## src/rtl/spi_pkg.sv

```systemverilog
// spi_pkg: shared types and frame constants for the SPI receive slice
package spi_pkg;
    typedef enum logic {RX_IDLE, RX_RECV} spi_rx_state_t;
    localparam int SPI_DATA_W = 12;
    localparam int SPI_LEAD   = 1;
endpackage

```

## src/rtl/spi_sync2.sv

```systemverilog
// spi_sync2: two-flop synchronizer with a history flop for edge detection
module spi_sync2 #(
    parameter logic INIT = 1'b0
) (
    input  logic clk,
    input  logic rst,
    input  logic din,
    output logic lvl,
    output logic rise,
    output logic fall
);
    logic s1_q, s1_d, s2_q, s2_d, p_q, p_d;
    // next values simply march the pin through the chain
    always_comb begin
        s1_d = din;
        s2_d = s1_q;
        p_d  = s2_q;
    end
    // chain registers, reset to the pin's idle level
    always_ff @(posedge clk or negedge rst) begin
        if (!rst) begin
            s1_q <= INIT;
            s2_q <= INIT;
            p_q  <= INIT;
        end else begin
            s1_q <= s1_d;
            s2_q <= s2_d;
            p_q  <= p_d;
        end
    end
    assign lvl  = s2_q;
    assign rise = s2_q & ~p_q;
    assign fall = ~s2_q & p_q;
endmodule

```

## src/rtl/spi_s_rx.sv

```systemverilog
// spi_s_rx: oversampled SPI slave receiver, LSB first; SPI_S_RX_FERR_EN adds length check and ferr
module spi_s_rx
    import spi_pkg::*;
#(
    parameter int DATA_W = SPI_DATA_W,
    parameter int LEAD   = SPI_LEAD
) (
    input  logic              clk,
    input  logic              rst,
    input  logic              cs,
    input  logic              sclk,
    input  logic              mosi,
    output logic [DATA_W-1:0] dout,
    output logic              done,
`ifdef SPI_S_RX_FERR_EN
    output logic              ferr,
`endif
    output logic              busy
);
    localparam int CW = $clog2(DATA_W + LEAD + 2);

    logic cs_fall, cs_rise, sclk_fall, mosi_s;
    logic unused_cs_lvl, unused_sclk_lvl, unused_sclk_rise, unused_mosi_rise, unused_mosi_fall;

    spi_sync2 #(.INIT(1'b1)) u_cs (
        .clk(clk), .rst(rst), .din(cs),
        .lvl(unused_cs_lvl), .rise(cs_rise), .fall(cs_fall)
    );
    spi_sync2 #(.INIT(1'b0)) u_sclk (
        .clk(clk), .rst(rst), .din(sclk),
        .lvl(unused_sclk_lvl), .rise(unused_sclk_rise), .fall(sclk_fall)
    );
    spi_sync2 #(.INIT(1'b0)) u_mosi (
        .clk(clk), .rst(rst), .din(mosi),
        .lvl(mosi_s), .rise(unused_mosi_rise), .fall(unused_mosi_fall)
    );

    spi_rx_state_t state_q, state_d;
    logic [DATA_W-1:0] shreg_q, shreg_d, dout_q, dout_d, shreg_nx;
    logic [CW-1:0] bitcnt_q, bitcnt_d, bitcnt_nx;
    logic done_q, done_d, ferr_q, ferr_d, len_ok;

    // next state, shifting and frame completion; a fall coinciding with cs_rise still counts
    always_comb begin
        state_d   = state_q;
        shreg_d   = shreg_q;
        bitcnt_d  = bitcnt_q;
        dout_d    = dout_q;
        done_d    = 1'b0;
        ferr_d    = 1'b0;
        shreg_nx  = sclk_fall ? {mosi_s, shreg_q[DATA_W-1:1]} : shreg_q;
        bitcnt_nx = (sclk_fall && bitcnt_q != '1) ? bitcnt_q + 1'b1 : bitcnt_q;
`ifdef SPI_S_RX_FERR_EN
        len_ok    = bitcnt_nx == CW'(DATA_W + LEAD);
`else
        len_ok    = 1'b1;
`endif
        if (state_q == RX_IDLE) begin
            if (cs_fall) begin
                state_d  = RX_RECV;
                bitcnt_d = '0;
                shreg_d  = '0;
            end
        end else begin
            shreg_d  = shreg_nx;
            bitcnt_d = bitcnt_nx;
            if (cs_rise) begin
                state_d = RX_IDLE;
                dout_d  = len_ok ? shreg_nx : dout_q;
                done_d  = len_ok;
                ferr_d  = !len_ok;
            end
        end
    end

    // state and datapath registers
    always_ff @(posedge clk or negedge rst) begin
        if (!rst) begin
            state_q  <= RX_IDLE;
            shreg_q  <= '0;
            bitcnt_q <= '0;
            dout_q   <= '0;
            done_q   <= 1'b0;
            ferr_q   <= 1'b0;
        end else begin
            state_q  <= state_d;
            shreg_q  <= shreg_d;
            bitcnt_q <= bitcnt_d;
            dout_q   <= dout_d;
            done_q   <= done_d;
            ferr_q   <= ferr_d;
        end
    end

    assign dout = dout_q;
    assign done = done_q;
    assign busy = state_q == RX_RECV;
`ifdef SPI_S_RX_FERR_EN
    assign ferr = ferr_q;
`else
    logic unused_ferr;
    assign unused_ferr = ferr_q;
`endif
endmodule

```

## config.mk

```make
export PLATFORM = sky130hd
export DESIGN_NAME = spi_s_rx
export DESIGN_NICKNAME = d
export VERILOG_FILES = /design/src/rtl/spi_pkg.sv /design/src/rtl/spi_sync2.sv /design/src/rtl/spi_s_rx.sv
export SDC_FILE = /design/constraint.sdc
export NUM_CORES = 1
export LEC_CHECK = 0
export BUFFER_PORTS_ARGS = -buffer_cell sky130_fd_sc_hd__buf_2
export CAP_MARGIN = 0
export CORE_MARGIN = 2
export CORE_UTILIZATION = 35
export DETAILED_ROUTE_END_ITERATION = 8
export SLEW_MARGIN = 15
export SYNTH_ARGS = -nofsm -noshare
export SYNTH_HDL_FRONTEND = slang
export SYNTH_HIERARCHICAL = 1
export SYNTH_SLANG_ARGS = --single-unit
```

## constraint.sdc

```tcl
create_clock -name clk -period 3 [get_ports clk]
set_input_delay 0.75 -clock clk [delete_from_list [all_inputs] [get_ports clk]]
set_output_delay 0.75 -clock clk [all_outputs]
set_load 0.01 [all_outputs]
```

Word-level counts from Yosys, hierarchy flattened
Index checks and enable logic that the tools add are counted.

Output and inout bits: 14. Bits in registers: 34. Input port bits: 5.

Bitwise gates (word level): 6. Reductions and logical operators: 2. Muxes and demuxes: 8.

Operators with widths (number): $mux W12 (3); $mux W1 (5); $and A1 B1 Y1 (3); $not A1 Y1 (3); $reduce_and A2 Y1 (1); $reduce_bool A2 Y1 (1).

Depth between registers and ports, before layout
Gate-level depths: netlist (run 1).

Depth after elaboration: 4. Mapped depth: 5. Depth with buffers taken out: 3.

Modules after synthesis
The synthesis (run 1) kept the hierarchy.

By module, submodules not included: spi_s_rx (cells an instance 87, sequential area each 650.6 um2, area an instance 1109.8 um2, times used 1); spi_sync2 at u_mosi ... (cells an instance 5, sequential area each 75.1 um2, area an instance 90.1 um2, times used 2); spi_sync2 at u_cs (cells an instance 5, sequential area each 78.8 um2, area an instance 93.8 um2, times used 1).

Least setup slack after synthesis (run 1)
Ideal clock, no wire load.

Kind: reg-to-reg. From: register u_cs.s2_q (netlist: u_cs/lvl). To: register dout_q[10] (netlist: dout[10]). Path buffers: 1. Setup time: 77 ps. Cell stages (with the launch flop): 5. Data required time: 2923 ps. Slack: 1715 ps. Period minus slack after synthesis: 1285 ps. Arrival time: 1208 ps. Path through: dfstp_2 -> nor2b_1 -> buf_1 -> a21oi_1 -> a21oi_1.

Cells in the longest elaborated chain, start to end: 2.

RTL lines: start: declaration (RTL line spi_sync2.sv:12) `logic s1_q, s1_d, s2_q, s2_d, p_q, p_d;`; start signal: assignment (RTL line spi_sync2.sv:23) `s2_q <= INIT;`; start signal: assignment (RTL line spi_sync2.sv:27) `s2_q <= s2_d;`; $and A1 B1 Y1 (RTL line spi_sync2.sv:32) `assign rise = s2_q & ~p_q;`; net cs_rise (RTL line spi_s_rx.sv:22) `logic cs_fall, cs_rise, sclk_fall, mosi_s;`; $reduce_and A2 Y1 (no source line); end signal: assignment (RTL line spi_s_rx.sv:89) `dout_q <= dout_d;`; end: declaration (RTL line spi_s_rx.sv:39) `logic [DATA_W-1:0] shreg_q, shreg_d, dout_q, dout_d, shreg_nx;`.

The timed path passes the listed nets, and every way through them passes these cells. A chain may end at the register's enable or synchronous reset.

Final worst setup path (run 1)
From: register state_q (netlist: busy). To: output busy.

RTL lines: start: declaration (RTL line spi_s_rx.sv:38) `spi_rx_state_t state_q, state_d;`; start signal: assignment (RTL line spi_s_rx.sv:86) `state_q <= state_d;`; end: declaration (RTL line spi_s_rx.sv:18) `output logic busy`.

No word-level cell between the ends.

==> results.yml, run 1 <==
place:
  dp.cells: 156
  finalWeightedCongestion: 0.738
  io_buffers: 18
  dp_hpwl_um: 1480
critical_path:
  cp.required_ns: 2.25
  path_buf_inv: 1
  critPathCaptureType: "primary output"
  path_class: "register to primary output"
  critPathArrivalTime_ns: 1.23
  cpMaxStageDelayCell: "dfrtp_1"
  crit_family: "flip-flops"
  startpoint_type: "register"
  max_stage_delay_ns: 0.71
  worstPathMaxFanout: 17
  path_cells: "buf_2"
pwr:
  ir_worst_vdd_mv: 0.287
  total_leakage_power_nw: 0.690
  p_per_area_nw_per_um2: 782
layout:
  fillCellCount: 351
  drive_gt1_share_pct: 27.6
  stdcell_count: 164
  syn2layout_area_growth_pct: 14.2
  mostFrequentLayoutCells: "31 x dfrtp_1, 24 x a21oi_1, 18 x buf_2"
  n_antenna_cell: 0
  nNetsFinal: 120
  final_common_cell: "dfrtp_1"
synth:
  syn_area_per_cell_um2: 13.6
  yosys_warnings: 6
  syn_nets: 103
  synthCells: 98
  syn_area_um2: 1340
sta:
  tns_ns: 0
  slew_viol_final: 0
  skew_ns: 0.00822
  fmax_mhz: 505
  rsz0062_at_grt: "no"
  finalHoldViolations: 0
  post-route-min-period_ns: 1.98
  tightest_slew_ns: 0.846
  post-route-period-util_pct: 66.1
  slew_headroom_pct: 43.5
  setup_viol: 0
clocking:
  cts_resized: 0
  cts_tree: "built"
  clock_latency_ns: 0.29
  cts_inserted_buffers: 5
  post-cts-setup-buffer-count: 0
  hold_buffers: 0
  cts_root_buffer: "clkbuf_8"
  clk_pin_slew_worst_paths_ns: 0.07
  cts_num_sinks: 34
  clockBufferDepth: 2
  cts.htree.levels: 2
floorplanning:
  initial_core_util_pct: 36.5
  core_um2: 3660
  die_width_um: 65.8
  die_h_um: 65.8
  pin_count: 19
  dieArea_um2: 4330
  rows: 22
global_routing:
  grt_start_max_net_pins: 35
  antenna_found_initial: 0
  first_global_vias: 772
  grt.total_usage_pct: 12.8
  grt_pass1_wl_um: 3970
  globalRouteOverflowTotal: 0
detailed_routing:
  via_per_inst: 4.90
  vias: 804
  top_layer: "met4"
  route.detailed.drc: 0
  wirelength_um: 2450
  wl_met1_um: 1110
  met3WireLength_um: 149
  wl_per_cell_um: 14.9
  met2_length_um: 1150
  ant_nets: 0
  drt_iter0_markers: 86
  dr.pass1.iters: 4
status:
  status: "complete, no violations"
min_path:
  hold_path_class: "register to register"
flow_run:
  cap_violations: 0
[per-layer routing]
metal / global-route usage (%) / vias up
li1: - / 385
met1: 17.0 / 386
met2: 18.1 / 28
met3: 5.11 / 5
met4: 6.25 / 0
met5: 0 / -
[cell type report]
type                    count  area [µm²]  share of cell area [%]
clock buffers               7        76.3                    5.00
flip-flops and latches     34         855                    55.9
well taps                  48        60.1                    3.93
multi-input cells          56         417                    27.3
clock inverters             1        30.0                    1.97
repair buffers             18        90.1                    5.90
[through the flow]
stage | setup WS, ns | total power, mW | area (µm²) | utilization, % | hold slack (ns)
floorplan | 1.72 | 0.718 | 1340 | - | 0.331
global placement | 1.25 | 0.792 | 1420 | 38.8 | 0.335
detailed placement | 1.23 | 0.798 | 1420 | 38.8 | 0.338
CTS | 0.990 | 1.21 | 1530 | 41.7 | 0.346
global route | 0.923 | 1.26 | 1530 | 41.7 | 0.355
finish | 1.02 | 1.19 | 1530 | 41.7 | 0.349
[worst register-to-register path: cells and delay by family, from the launching register on]
| kind | cells | cell delay (ns) |
|---|---|---|
| and+or+nand+nor | 2 | 1.05 |
| AOI/OAI and AO/OA | 1 | 0.09 |
| DFF | 1 | 0.54 |
[power breakdown]
group          internal [mW]  total, mW  switching [mW]
logic                 0.0878      0.196           0.108
registers              0.530      0.589          0.0589
clock network          0.248      0.409           0.161
[final timing paths]
check	startpoint	end	slack [ns]	cells past startpoint
min in group asynchronous	rst	dout[3]	0.52	1
min reg2reg	u_cs/s1_q	u_cs/lvl	0.35	0
min	u_cs/s1_q	u_cs/lvl	0.35	0
max in group asynchronous	rst	dout[0]	1.99	1
max reg2reg	u_cs/lvl	dout[1]	1.19	3
max	busy	busy	1.02	1
Power figures use the tool's default switching activity.
==> inputs of run 2 (changes only) <==
==> constraint.sdc (replaced) <==
create_clock -name clk -period 2 [get_ports clk]
set_input_delay 0.5 -clock clk [delete_from_list [all_inputs] [get_ports clk]]
set_output_delay 0.5 -clock clk [all_outputs]
set_load 0.01 [all_outputs]
==> results.yml, run 2 (synthesis results as in run 1) <==
status:
  status: "complete, no violations"
sta:
  setup_slack_ns: 0.474
  setup_viol: 0
  post-route-min-period_ns: 1.53
  tightest_slew_ns: 0.728
  skew_ns: 0.0107
  post-route-period-util_pct: 76.3
  slew_viol_final: 0
  rsz0062_at_grt: "no"
  tns_ns: 0
  finalHoldViolations: 0
  hold_slack_ns: 0.262
  slew_headroom_pct: 51.5
  fmax_mhz: 656
critical_path:
  rr_startpoint: "u_sclk/lvl"
  crit_family: "flip-flops"
  worstPathMaxFanout: 9
  cpMaxStageDelayCell: "dfrtp_1"
  worstSetupStartpoint: "busy"
  rr_worst_depth: 3
  r2r_slack_ns: 0.57
  cp_num_cells: 1
  path_buf_inv: 1
  startpoint_type: "register"
  critPathArrivalTime_ns: 1.03
  critPathCaptureType: "primary output"
  max_stage_delay_ns: 0.54
  path_class: "register to primary output"
  cp.required_ns: 1.50
  path_cells: "buf_2"
  reg2reg_to: "shreg_q[8]"
pwr:
  clockPowerShare_pct: 30.2
  total_leakage_power_nw: 0.696
  switching_share_pct: 28.0
  ir_worst_vdd_mv: 0.352
  seq_power_share_pct: 51.5
  p_per_area_nw_per_um2: 1100
  internal_power_mw: 1.21
  netSwitchingPower_mw: 0.470
  total_power_mw: 1.68
  p_comb_share_pct: 18.3
floorplanning:
  core_um2: 3660
  dieArea_um2: 4330
  rows: 22
  pin_count: 19
  die_width_um: 65.8
  initial_core_util_pct: 36.5
  die_h_um: 65.8
layout:
  fillCellCount: 341
  mostFrequentLayoutCells: "31 x dfrtp_1, 24 x a21oi_1, 18 x buf_2"
  syn2layout_area_growth_pct: 14.2
  drive_gt1_share_pct: 29.7
  nNetsFinal: 122
  multi_input_area_um2: 417
  final_core_util_pct: 41.7
  final_common_cell: "dfrtp_1"
  regArea_um2: 855
  n_antenna_cell: 0
clocking:
  post-cts-setup-buffer-count: 0
  cts_num_sinks: 34
  cts.htree.levels: 2
  cts_inserted_buffers: 5
  clock_latency_ns: 0.29
  cts_resized: 0
  clk_pin_slew_worst_paths_ns: 0.07
  hold_buffers: 0
  clockBufferDepth: 2
  cts_root_buffer: "clkbuf_8"
  cts_tree: "built"
place:
  dp_hpwl_um: 1480
  finalWeightedCongestion: 0.738
  place_worst_setup_slack_ns: 0.582
  io_buffers: 18
global_routing:
  antenna_found_initial: 0
  grt_start_max_net_pins: 35
  grtUsageMet1_pct: 16.0
  grtUsageMet3_pct: 4.09
  globalRouteOverflowTotal: 0
  grt_pass1_wl_um: 3860
  first_global_vias: 828
  grtUsageMet2_pct: 18.1
  grt.total_usage_pct: 12.4
  busiest_layer: "met2"
detailed_routing:
  drt_iter0_markers: 30
  route.detailed.drc: 0
  ant_nets: 0
  via_per_inst: 4.98
  wirelength_um: 2230
  dr.pass1.iters: 4
  vias: 826
  wl_per_cell_um: 13.4
min_path:
  hold_path_class: "input pin to asynchronous set/reset pin"
flow_run:
  cap_violations: 0
==> run 2: cell types whose count changed in the layout (fill, tap and decap cells not counted) <==
cell	change
clkbuf_1	-1
clkbuf_8	+1
clkinv_2	+1
bufinv_16	-1
buf_4	+2
==> run 2: cell type report <==
type / count / area share [%]
Timing Repair Buffer: 20 / 6.88
Sequential cell: 34 / 55.9
Multi-Input combinational cell: 56 / 27.3
Clock inverter: 1 / 0.328
Tap cell: 48 / 3.93
Clock buffer: 7 / 5.65
==> run 2: worst reg2reg max path, cell delays in order, from the launching register on <==
cell and delay [ns]:
dfrtp_1 0.37, and2b_2 0.49, mux2i_4 0.22, a22o_1 0.23
==> run 2: stage by stage <==
step	area (µm²)	instances
3_3_place_gp	1440	158
2_1_floorplan	1340	98
5_1_grt	1530	166
6_report	1530	166
3_5_place_dp	1440	158
4_1_cts	1530	166
==> run 2: power groups by stage <==
stage | combinational [mW] | sequential, mW | clock, mW
after floorplan | 0.173 | 0.903 | 0
after global placement | 0.309 | 0.874 | 0
after detailed placement | 0.314 | 0.879 | 0
after CTS | 0.315 | 0.867 | 0.524
after global routing | 0.343 | 0.881 | 0.566
final | 0.308 | 0.866 | 0.507
==> run 2: worst max-delay path by stage <==
stage                  end  slack (ns)
3_5_place_dp   shreg_q[10]        0.58
2_1_floorplan     dout[10]        0.72
5_1_grt               busy        0.39
6_report              busy        0.47
4_1_cts               busy        0.46
3_3_place_gp   shreg_q[11]        0.63
==> run 2: metal layers <==
metal / vias to the layer above / part of all wire (%)
li1: 396 / -
met1: 394 / 45
met5: - / 0
met4: 0 / 2.3
met3: 6 / 6.0
met2: 30 / 47
==> inputs of run 3 (changes only) <==
==> constraint.sdc (replaced) <==
create_clock -name clk -period 1.47 [get_ports clk]
set_input_delay 0.3675 -clock clk [delete_from_list [all_inputs] [get_ports clk]]
set_output_delay 0.3675 -clock clk [all_outputs]
set_load 0.01 [all_outputs]
==> results.yml, run 3 (synthesis results as in run 1) <==
detailed_routing:
  vias: 824
  ant_nets: 0
  route.detailed.drc: 0
  dr.pass1.iters: 4
  wirelength_um: 2260
  via_per_inst: 4.85
  drt_iter0_markers: 55
  wl_per_cell_um: 13.3
pwr:
  internal_power_mw: 1.78
  ir_worst_vdd_mv: 0.891
  p_per_area_nw_per_um2: 1540
  seq_power_share_pct: 47.9
  switching_share_pct: 27.1
  clockPowerShare_pct: 33.9
  p_comb_share_pct: 18.2
  total_leakage_power_nw: 0.729
  netSwitchingPower_mw: 0.664
layout:
  fillCellCount: 354
  drive_gt1_share_pct: 32.8
  final_common_cell: "dfrtp_1"
  nNetsFinal: 126
  regArea_um2: 855
  n_antenna_cell: 0
  syn2layout_area_growth_pct: 18.7
  mostFrequentLayoutCells: "31 x dfrtp_1, 24 x a21oi_1, 18 x buf_2"
  multi_input_area_um2: 417
sta:
  setup_viol: 0
  slew_headroom_pct: 72.2
  post-route-period-util_pct: 95.9
  post-route-min-period_ns: 1.41
  rsz0062_at_grt: "no"
  tns_ns: 0
  finalHoldViolations: 0
  setup_slack_ns: 0.0596
  skew_ns: 0.00888
  tightest_slew_ns: 0.418
  fmax_mhz: 709
  slew_viol_final: 0
place:
  io_buffers: 18
  dp_hpwl_um: 1510
  finalWeightedCongestion: 0.726
  place_worst_setup_slack_ns: 0.131
min_path:
  hold_path_class: "input pin to asynchronous set/reset pin"
clocking:
  clockBufferDepth: 2
  cts_root_buffer: "clkbuf_8"
  clock_latency_ns: 0.29
  cts_inserted_buffers: 5
  hold_buffers: 0
  clk_pin_slew_worst_paths_ns: 0.07
  cts_resized: 0
  cts.htree.levels: 2
  cts_tree: "built"
  post-cts-setup-buffer-count: 0
  cts_num_sinks: 34
floorplanning:
  dieArea_um2: 4330
  die_width_um: 65.8
  rows: 22
  die_h_um: 65.8
  pin_count: 19
  initial_core_util_pct: 36.5
  core_um2: 3660
global_routing:
  first_global_vias: 792
  antenna_found_initial: 0
  grt_pass1_wl_um: 3910
  globalRouteOverflowTotal: 0
  grt.total_usage_pct: 12.6
  grt_start_max_net_pins: 35
critical_path:
  rr_worst_depth: 3
  r2r_slack_ns: 0.11
  worstPathMaxFanout: 8
  critPathCaptureType: "primary output"
  critPathArrivalTime_ns: 1.04
  startpoint_type: "register"
  reg2reg_to: "shreg_q[10]"
  rr_startpoint: "u_cs/lvl"
  cp.required_ns: 1.10
  path_class: "register to primary output"
status:
  status: "complete, no violations"
flow_run:
  cap_violations: 0
## run 3: cell types whose count changed in the layout (fill, tap and decap cells not counted), sizes merged
cell / previous run / this run
buf: 20 / 24
bufinv: 0 / 1
clkbuf: 7 / 5
clkinv: 1 / 2
## run 3: worst max path at each step
| stage | end | slack [ns] | depth (start not counted) | start |
|---|---|---|---|---|
| after floorplan | dout[10] | 0.19 | 4 | u_cs/lvl |
| after global placement | shreg_q[0] | 0.15 | 3 | u_cs/lvl |
| after detailed placement | shreg_q[10] | 0.13 | 3 | u_cs/lvl |
| after CTS | busy | 0.05 | 2 | busy |
| after global routing | busy | 0.01 | 2 | busy |
| final | busy | 0.06 | 2 | busy |
## run 3: cell type report
type,count,share of cell area (%)
multi-input cells,56,26.2
clock buffers,5,4.33
well taps,48,3.78
clock inverters,3,2.52
flip-flops and latches,34,53.8
repair buffers,24,9.30
## run 3: power groups by stage
stage                     Clock (mW)  Sequential, mW  Combinational [mW]
after floorplan                    0            1.23               0.236
after global placement             0            1.18               0.445
after detailed placement           0            1.19               0.453
after CTS                      0.856            1.17               0.455
after global routing           0.917            1.19               0.499
final                          0.830            1.17               0.447
## run 3: critical path, cell delays in order (launching register included)
cell and delay (ns):
dfrtp_1 0.43, buf_4 0.19, buf_2 0.14
## run 3: through the flow
step	power (mW)	cell area [µm²]	hold WS (ns)	util, %	instances
after floorplan	1.46	1340	0.0719	-	98
after global placement	1.63	1480	0.332	40.4	162
after detailed placement	1.64	1480	0.337	40.4	162
after CTS	2.48	1590	0.105	43.4	170
after global routing	2.61	1590	0.118	43.4	170
final	2.45	1590	0.0994	43.4	170
## run 3: per-layer routing
layer  part of all wire (%)  global-route usage, %
met1                     47                   16.0
met5                      0                      0
met4                    2.2                   6.25
met2                     45                   18.1
met3                    5.4                   5.62
